### src/rtl/wt_cpa_pipe.sv
// ---------------------------------------------------------------------------
// wt_cpa_pipe -- final carry-propagate adder of the 8x16 Wallace multiplier.
//
// Resolves the redundant sum/carry pair from the last compressor row into
// the binary product. The add is split at bit SPLIT so that each stage only
// ripples across half the word:
//   stage 1 : low SPLIT bits added, carry into bit SPLIT registered,
//             high halves of sum/carry passed through unchanged
//   stage 2 : high halves added together with the stage-1 carry
// Both stages use valid/ready handshakes and sustain one result per cycle.
//
// Parameters
//   W      width of sum/carry vectors and of the product (default 24)
//   SPLIT  split bit position, legal range 1..W-1 (default 12)
//
// Ports
//   clk        clock, rising edge
//   rst_n      asynchronous active-low reset
//   in_valid   upstream vector pair valid
//   in_ready   pipeline can accept a pair this cycle
//   in_sum     sum vector, weight-aligned
//   in_carry   carry vector, aligned to in_sum
//   out_valid  product valid
//   out_ready  downstream accepts the product
//   out_prod   (in_sum + in_carry) mod 2^W
//   out_cout   carry out of bit W-1
//   out_count  (only with WT_CPA_CNT_EN) saturating count of delivered
//              products
//
// Optional feature macro: WT_CPA_CNT_EN
// ---------------------------------------------------------------------------
module wt_cpa_pipe #(
  parameter int W     = 24,
  parameter int SPLIT = 12
) (
  input  logic         clk,
  input  logic         rst_n,
  input  logic         in_valid,
  output logic         in_ready,
  input  logic [W-1:0] in_sum,
  input  logic [W-1:0] in_carry,
  output logic         out_valid,
  input  logic         out_ready,
  output logic [W-1:0] out_prod,
`ifdef WT_CPA_CNT_EN
  output logic         out_cout,
  output logic [15:0]  out_count
`else
  output logic         out_cout
`endif
);

  localparam int HW = W - SPLIT;

  // stage 1 state
  logic              s1_valid_q, s1_valid_d;
  logic [SPLIT-1:0]  s1_lo_q,    s1_lo_d;
  logic              s1_c_q,     s1_c_d;
  logic [HW-1:0]     s1_hs_q,    s1_hs_d;
  logic [HW-1:0]     s1_hc_q,    s1_hc_d;

  // stage 2 state (drives the outputs directly)
  logic              s2_valid_q, s2_valid_d;
  logic [W-1:0]      prod_q,     prod_d;
  logic              cout_q,     cout_d;

  logic              s2_ready;
  logic              acc, xfer, drain;
  logic [SPLIT:0]    lo_add;
  logic [HW:0]       hi_add;

  // Ready only looks at registered valids, so there is no path from
  // in_valid to out_valid.
  assign s2_ready = !s2_valid_q || out_ready;
  assign in_ready = !s1_valid_q || s2_ready;

  assign acc   = in_valid   && in_ready;
  assign xfer  = s1_valid_q && s2_ready;
  assign drain = s2_valid_q && out_ready;

  assign lo_add = {1'b0, in_sum[SPLIT-1:0]} + {1'b0, in_carry[SPLIT-1:0]};
  assign hi_add = {1'b0, s1_hs_q} + {1'b0, s1_hc_q} + {{HW{1'b0}}, s1_c_q};

  always_comb begin
    // valids: a fill wins over a drain, so drain+fill keeps the stage full
    s1_valid_d = acc  ? 1'b1 : (xfer  ? 1'b0 : s1_valid_q);
    s2_valid_d = xfer ? 1'b1 : (drain ? 1'b0 : s2_valid_q);

    // data registers load only on transfer into their stage
    s1_lo_d = s1_lo_q;
    s1_c_d  = s1_c_q;
    s1_hs_d = s1_hs_q;
    s1_hc_d = s1_hc_q;
    if (acc) begin
      s1_lo_d = lo_add[SPLIT-1:0];
      s1_c_d  = lo_add[SPLIT];
      s1_hs_d = in_sum[W-1:SPLIT];
      s1_hc_d = in_carry[W-1:SPLIT];
    end

    prod_d = prod_q;
    cout_d = cout_q;
    if (xfer) begin
      prod_d = {hi_add[HW-1:0], s1_lo_q};
      cout_d = hi_add[HW];
    end
  end

  always_ff @(posedge clk or negedge rst_n) begin
    if (!rst_n) begin
      s1_valid_q <= 1'b0;
      s1_lo_q    <= '0;
      s1_c_q     <= 1'b0;
      s1_hs_q    <= '0;
      s1_hc_q    <= '0;
      s2_valid_q <= 1'b0;
      prod_q     <= '0;
      cout_q     <= 1'b0;
    end else begin
      s1_valid_q <= s1_valid_d;
      s1_lo_q    <= s1_lo_d;
      s1_c_q     <= s1_c_d;
      s1_hs_q    <= s1_hs_d;
      s1_hc_q    <= s1_hc_d;
      s2_valid_q <= s2_valid_d;
      prod_q     <= prod_d;
      cout_q     <= cout_d;
    end
  end

  assign out_valid = s2_valid_q;
  assign out_prod  = prod_q;
  assign out_cout  = cout_q;

`ifdef WT_CPA_CNT_EN
  logic [15:0] cnt_q, cnt_d;

  // saturates so a long run never wraps back to a small value
  always_comb begin
    cnt_d = cnt_q;
    if (drain && (cnt_q != 16'hFFFF)) cnt_d = cnt_q + 16'd1;
  end

  always_ff @(posedge clk or negedge rst_n) begin
    if (!rst_n) cnt_q <= '0;
    else        cnt_q <= cnt_d;
  end

  assign out_count = cnt_q;
`endif

endmodule

### config.mk
export PLATFORM = sky130hd
export DESIGN_NAME = wt_cpa_pipe
export DESIGN_NICKNAME = d
export VERILOG_FILES = /design/src/rtl/wt_cpa_pipe.sv
export SDC_FILE = /design/constraint.sdc
export NUM_CORES = 1
export LEC_CHECK = 0
export CORE_ASPECT_RATIO = 0.9
export CORE_UTILIZATION = 50
export DETAILED_ROUTE_END_ITERATION = 7
export GPL_TIMING_DRIVEN = 0
export PLACE_DENSITY_LB_ADDON = 0.08
export SYNTH_ARGS = -nofsm -noshare
export SYNTH_HDL_FRONTEND = slang
export SYNTH_SLANG_ARGS = --single-unit
### constraint.sdc
create_clock -name clk -period 2.9 [get_ports clk]
set_input_delay 0.58 -clock clk [delete_from_list [all_inputs] [get_ports clk]]
set_output_delay 0.58 -clock clk [all_outputs]
set_load 0.1 [all_outputs]
==> Yosys cells after proc, flatten, opt, wreduce, memory -nomap -nowiden <==
Cells that the tools add are included.
{ "op_classes": {"n_reduce_logical": 9, "muxes": 4, "add_sub_neg": 3} }
{ "ops": {"columns": ["cell", "count"], "rows": [
  ["$add 12x12->13", 2],
  ["$add 13x1->13", 1],
  ["$mux 1", 4],
  ["$reduce_bool 2->1", 2],
  ["$logic_and 1x1->1", 3],
  ["$logic_not 1->1", 2],
  ["$logic_or 1x1->1", 2]
]} }
{ "totals": {"in_bits": 52, "elab_cells": 24, "out_inout_bits": 27, "regBits": 64} }

==> Depth between registers and ports, before layout <==
{ "depth": {"word_depth": 5, "ltp_mapped": 7, "depth_no_buf": 7} }

==> Worst setup path before layout <==
OpenSTA, ideal clock, no wires.
{ "synth_path": {"kind": "reg-to-reg", "startpoint": "register s2_valid_q, in the netlist out_valid", "endpoint": "register s1_hc_q[0]", "arrival_time_ns": 2.986, "required_time_ns": 2.775, "path_slack_ns": -0.211, "path_buffers": 1, "synth_period_minus_slack_ns": 3.111, "setup_time_ns": 0.125, "stages_incl_launch_ff": 5, "cell_sequence": "dfrtp_1 -> nand3b_1 -> nand2_1 -> buf_2 -> mux2_2"} }
{ "synth_via": {"elab_chain_cells": 4} }
{ "synth_lines": {"columns": ["item", "line", "source"], "rows": [
  ["from (decl)", "63", "logic s2_valid_q, s2_valid_d;"],
  ["from (signal assigned)", "125", "s2_valid_q <= s2_valid_d;"],
  ["$logic_not 1->1", "74", "assign s2_ready = !s2_valid_q || out_ready;"],
  ["$logic_or 1x1->1", "74", null],
  ["$logic_or 1x1->1", "75", "assign in_ready = !s1_valid_q || s2_ready;"],
  ["net in_ready", "39", "output logic in_ready,"],
  ["$logic_and 1x1->1", "77", "assign acc = in_valid && in_ready;"],
  ["to (signal assigned)", "124", "s1_hc_q <= s1_hc_d;"],
  ["to (decl)", "60", "logic [HW-1:0] s1_hc_q, s1_hc_d;"]
]} }
The timed path passes the listed nets, and every way through them passes these cells.
A chain may end at the register's enable or synchronous reset.

==> Worst setup path after layout <==
{ "layout_path": {"startpoint": "input out_ready", "endpoint": "output in_ready"} }
{ "layout_via": {"elab_chain_cells": 2} }
{ "layout_lines": {"columns": ["item", "line", "source"], "rows": [
  ["from (decl)", "43", "input logic out_ready,"],
  ["$logic_or 1x1->1", "74", null],
  ["$logic_or 1x1->1", "75", null],
  ["to (decl)", "39", null]
]} }
No other way between the ends.

==> run_results.csv <==
group,metric,value,unit
worst_setup_path,reg2reg_depth,7,
logic_synthesis,synth_warnings,0,
clock_tree,postCtsSetupBuffers,0,
logic_synthesis,synth_seq_area_share,46.9,%
floorplan,initial_core_util,51.8,%
worst_setup_path,required,2.32,ns
route,drtIter0Drc,123,
logic_synthesis,synthesis.nets,368,
floorplan,die_w,89.1,µm
worst_setup_path,crit_path_max_incr_delay,0.87,ns
logic_synthesis,avgSynthCellArea,11.8,µm²
logic_synthesis,synth_area_leaders,"dfrtp_1 (47%), mux2_2 (13%), ha_1 (8.4%)",
power,total_power,4080,µW
worst_setup_path,path_cells,"clkdlybuf4s50_1, nand3b_1, dlygate4sd2_1",
power,power_density,909,mW/mm²
worst_setup_path,slowest_stage,"dlygate4sd2_1",
sta,tightest_slew,0.982,ns
run_status,status,"finished, violations left",
clock_tree,tritoncts,"built",
logic_synthesis,synth_top_area_cell,"dfrtp_1",
sta,clock_skew,0.0114,ns
clock_tree,numCtsBuffers,9,
power,p_leak,0.00195,µW
worst_setup_path,path_delay_family,"buffers and inverters",
floorplan,dieArea,0.00716,mm²
clock_tree,cts_hold_buf,0,
finish,synthToLayoutAreaGrowth,31.4,%
logic_synthesis,synthCells,290,
power,max-vdd-ir-drop,0.577,mV
worst_setup_path,r2r-end,"out_cout",
sta,max-slew-margin-rel,34.3,%
logic_synthesis,muxShareOfSynthArea,13.8,%
finish,antenna_cells,0,
floorplan,rows,28,
sta,worst_hold_slack,0.260,ns
place,numPortBuffers,78,
route,drtAntennaViolNets,0,
finish,multi_input_area,0.00176,mm²
logic_synthesis,synth_top_area_share,46.9,%
logic_synthesis,synth-adder-area-share,10.2,%
sta,period_minus_slack,2.68,ns
sta,slew_viol_final,0,
worst_setup_path,ff2ff_setup_slack,0.51,ns
worst_setup_path,startpoint_type,"input port",
worst_setup_path,cp_num_buf_inv,2,
logic_synthesis,synthSimpleGateAreaFrac,7.37,%
route,drt-pass1-iter-count,6,
worst_setup_path,end_kind,"primary output",
worst_setup_path,path_class,"input port to primary output",
logic_synthesis,yosysUniqueCellTypes,44,
grt,grt_usage,22.4,%
sta,fmax,0.373,GHz
sta,setup_viol,0,
run_status,violations,"design-rule violations",
route,wl_per_cell,15.2,µm
floorplan,core_area,0.00659,mm²
worst_setup_path,timing.rr.start,"s1_c_q",
place,dpl.hpwl,5540,µm
finish,fillCellCount,535,
finish,nets,458,
route,drt-vias-per-instance,5.39,
worst_setup_path,path_max_fanout,3,
grt,grt-ovfl-total,0,
route,wirelength,7210,µm
clock_tree,path_clk_slew,0.07,ns
sta,finalCritPeriodShare,92.5,%
logic_synthesis,synth_top_family_by_area,"compound AO/OA/AOI/OAI gates",
sta,hold_viol_final,0,
logic_synthesis,synth.cell_area,0.00341,mm²
finish,finish.utilization,68.1,%
floorplan,pin_count,79,
clock_tree,cts_max_path_buffers,2,
sta,tns,0,ns
clock_tree,clock_latency,0.34,ns
floorplan,die_height,80.4,µm
place,gp_congestion,0.798,
worst_setup_path,worstPathArrival,2.10,ns
logic_synthesis,synth_compound_area_share,16.8,%
clock_tree,clock_sinks,64,
grt,grt_pass1_wl,11900,µm
grt,grt_pass1_vias,2526,
grt,antenna_found_initial,0,
clock_tree,cts_root_buf,"clkbuf_8",
finish,seqCellArea,0.00160,mm²
finish,drive_gt1_share,21.0,%
hold_path,hp-class,"input port to asynchronous set/reset pin",
route,drc,2,
grt,grt_max_degree,38,
flow_run,cap_violations,0,
sta,rsz0062_at_grt,"no",
logic_synthesis,synth-seq-cells,64,
route,vias,2558,
clock_tree,htree_levels,3,
logic_synthesis,synthXorXnorAreaFrac,3.34,%
==> how the worst max path moves through the flow <==
stage                    from         end  slack, ns  cells past startpoint
floorplan           out_valid  s1_hc_q[0]       0.19                      4
global placement        rst_n   out_valid       -1.0                      1
detailed placement  out_ready    in_ready      -0.05                      3
CTS                 out_ready    in_ready       0.22                      3
global route        out_ready    in_ready       0.16                      3
finish              out_ready    in_ready       0.22                      3
==> where the power goes <==
group | internal [µW] | switching (µW) | leakage (µW) | total [µW]
clock network | 305 | 339 | 0.0000858 | 644
registers | 1120 | 134 | 0.000761 | 1260
logic | 655 | 1520 | 0.00110 | 2170
==> cell usage after synthesis, drive strengths merged <==
library cell / instances
xnor2: 4
a22o: 1
o21a: 4
nor3: 2
o21ai: 22
o311ai: 2
nand2: 29
and3: 3
a2bb2oi: 1
o211ai: 6
buf: 9
nand2b: 5
nand3b: 1
a31oi: 2
nand3: 2
a41oi: 1
a21o: 9
a21oi: 17
nor2: 8
o2111ai: 1
inv: 2
nor3b: 3
a211oi: 6
or3: 1
xor2: 9
o31ai: 5
mux2: 40
ha: 23
dfrtp: 64
fa: 3
mux2i: 2
and2: 1
o31a: 1
a31o: 1
==> cells in the final DEF, fill, tap and decap left out, types with 5 or more instances in the layout <==
cell	netlist	final
mux2_2	40	40
a21oi_1	17	17
clkbuf_8	0	9
nor2_1	8	8
o211ai_1	5	5
a21o_1	8	8
ha_1	23	23
buf_2	7	8
xor2_1	9	9
dfrtp_1	64	63
o21ai_1	11	11
clkdlybuf4s50_1	0	76
o21ai_0	9	9
a211oi_2	5	5
nand2_1	29	29
nand2b_1	5	5
==> logic make-up after synthesis <==
logic type	after synthesis
muxes	42
and+or+nand+nor	55
AOI/OAI and AO/OA	79
DFF	64
buffers and inverters	11
xor gates and xnor gates	13
adders and majority gates	26
==> metal layers <==
metal,track usage (%),vias to the layer above,routed length (µm)
met3,5.76,4,307
met4,6.19,0,27
li1,-,1242,-
met2,36.2,61,3550
met1,29.9,1251,3330
met5,0,-,0
==> sequential cells by signal, indices dropped and copies added (netlist names) <==
register / cells
out_cout: 1
s1_lo_q: 12
s1_c_q: 1
s1_valid_q: 1
s1_hs_q: 12
s1_hc_q: 12
out_prod: 24
out_valid: 1
==> worst register-to-register path, stage by stage (launching register included) <==
cell,delay [ns]
dfrtp_1,0.40
fa_1,0.50
fa_1,0.46
a211oi_2,0.26
o21a_4,0.20
a211oi_2,0.08
o21a_2,0.23
a2bb2oi_2,0.15
==> per-stage QoR <==
stage | worst slack [ns] | std cells | area, µm²
floorplan | 0.186 | 290 | 3410
global placement | -0.996 | 458 | 4310
detailed placement | -0.0531 | 459 | 4320
CTS | 0.221 | 475 | 4490
global route | 0.162 | 475 | 4490
finish | 0.217 | 475 | 4490
==> what timing repair did <==
action | 4_1_cts | 5_1_grt
endpoints found under the hold margin | 0 | 0
endpoints found under the setup margin | 1 | 0
resized for setup | 1 | 0
==> cell type report <==
| cell class | instances | share of cell area [%] |
|---|---|---|
| plain buffers | 9 | 1.03 |
| repair buffers | 79 | 17.7 |
| inverters | 2 | 0.167 |
| well taps | 90 | 2.51 |
| clock inverters | 6 | 0.809 |
| flip-flops and latches | 64 | 35.7 |
| clock buffers | 10 | 2.85 |
| multi-input cells | 215 | 39.2 |
Note: power is estimated with default switching activity, not from simulation.
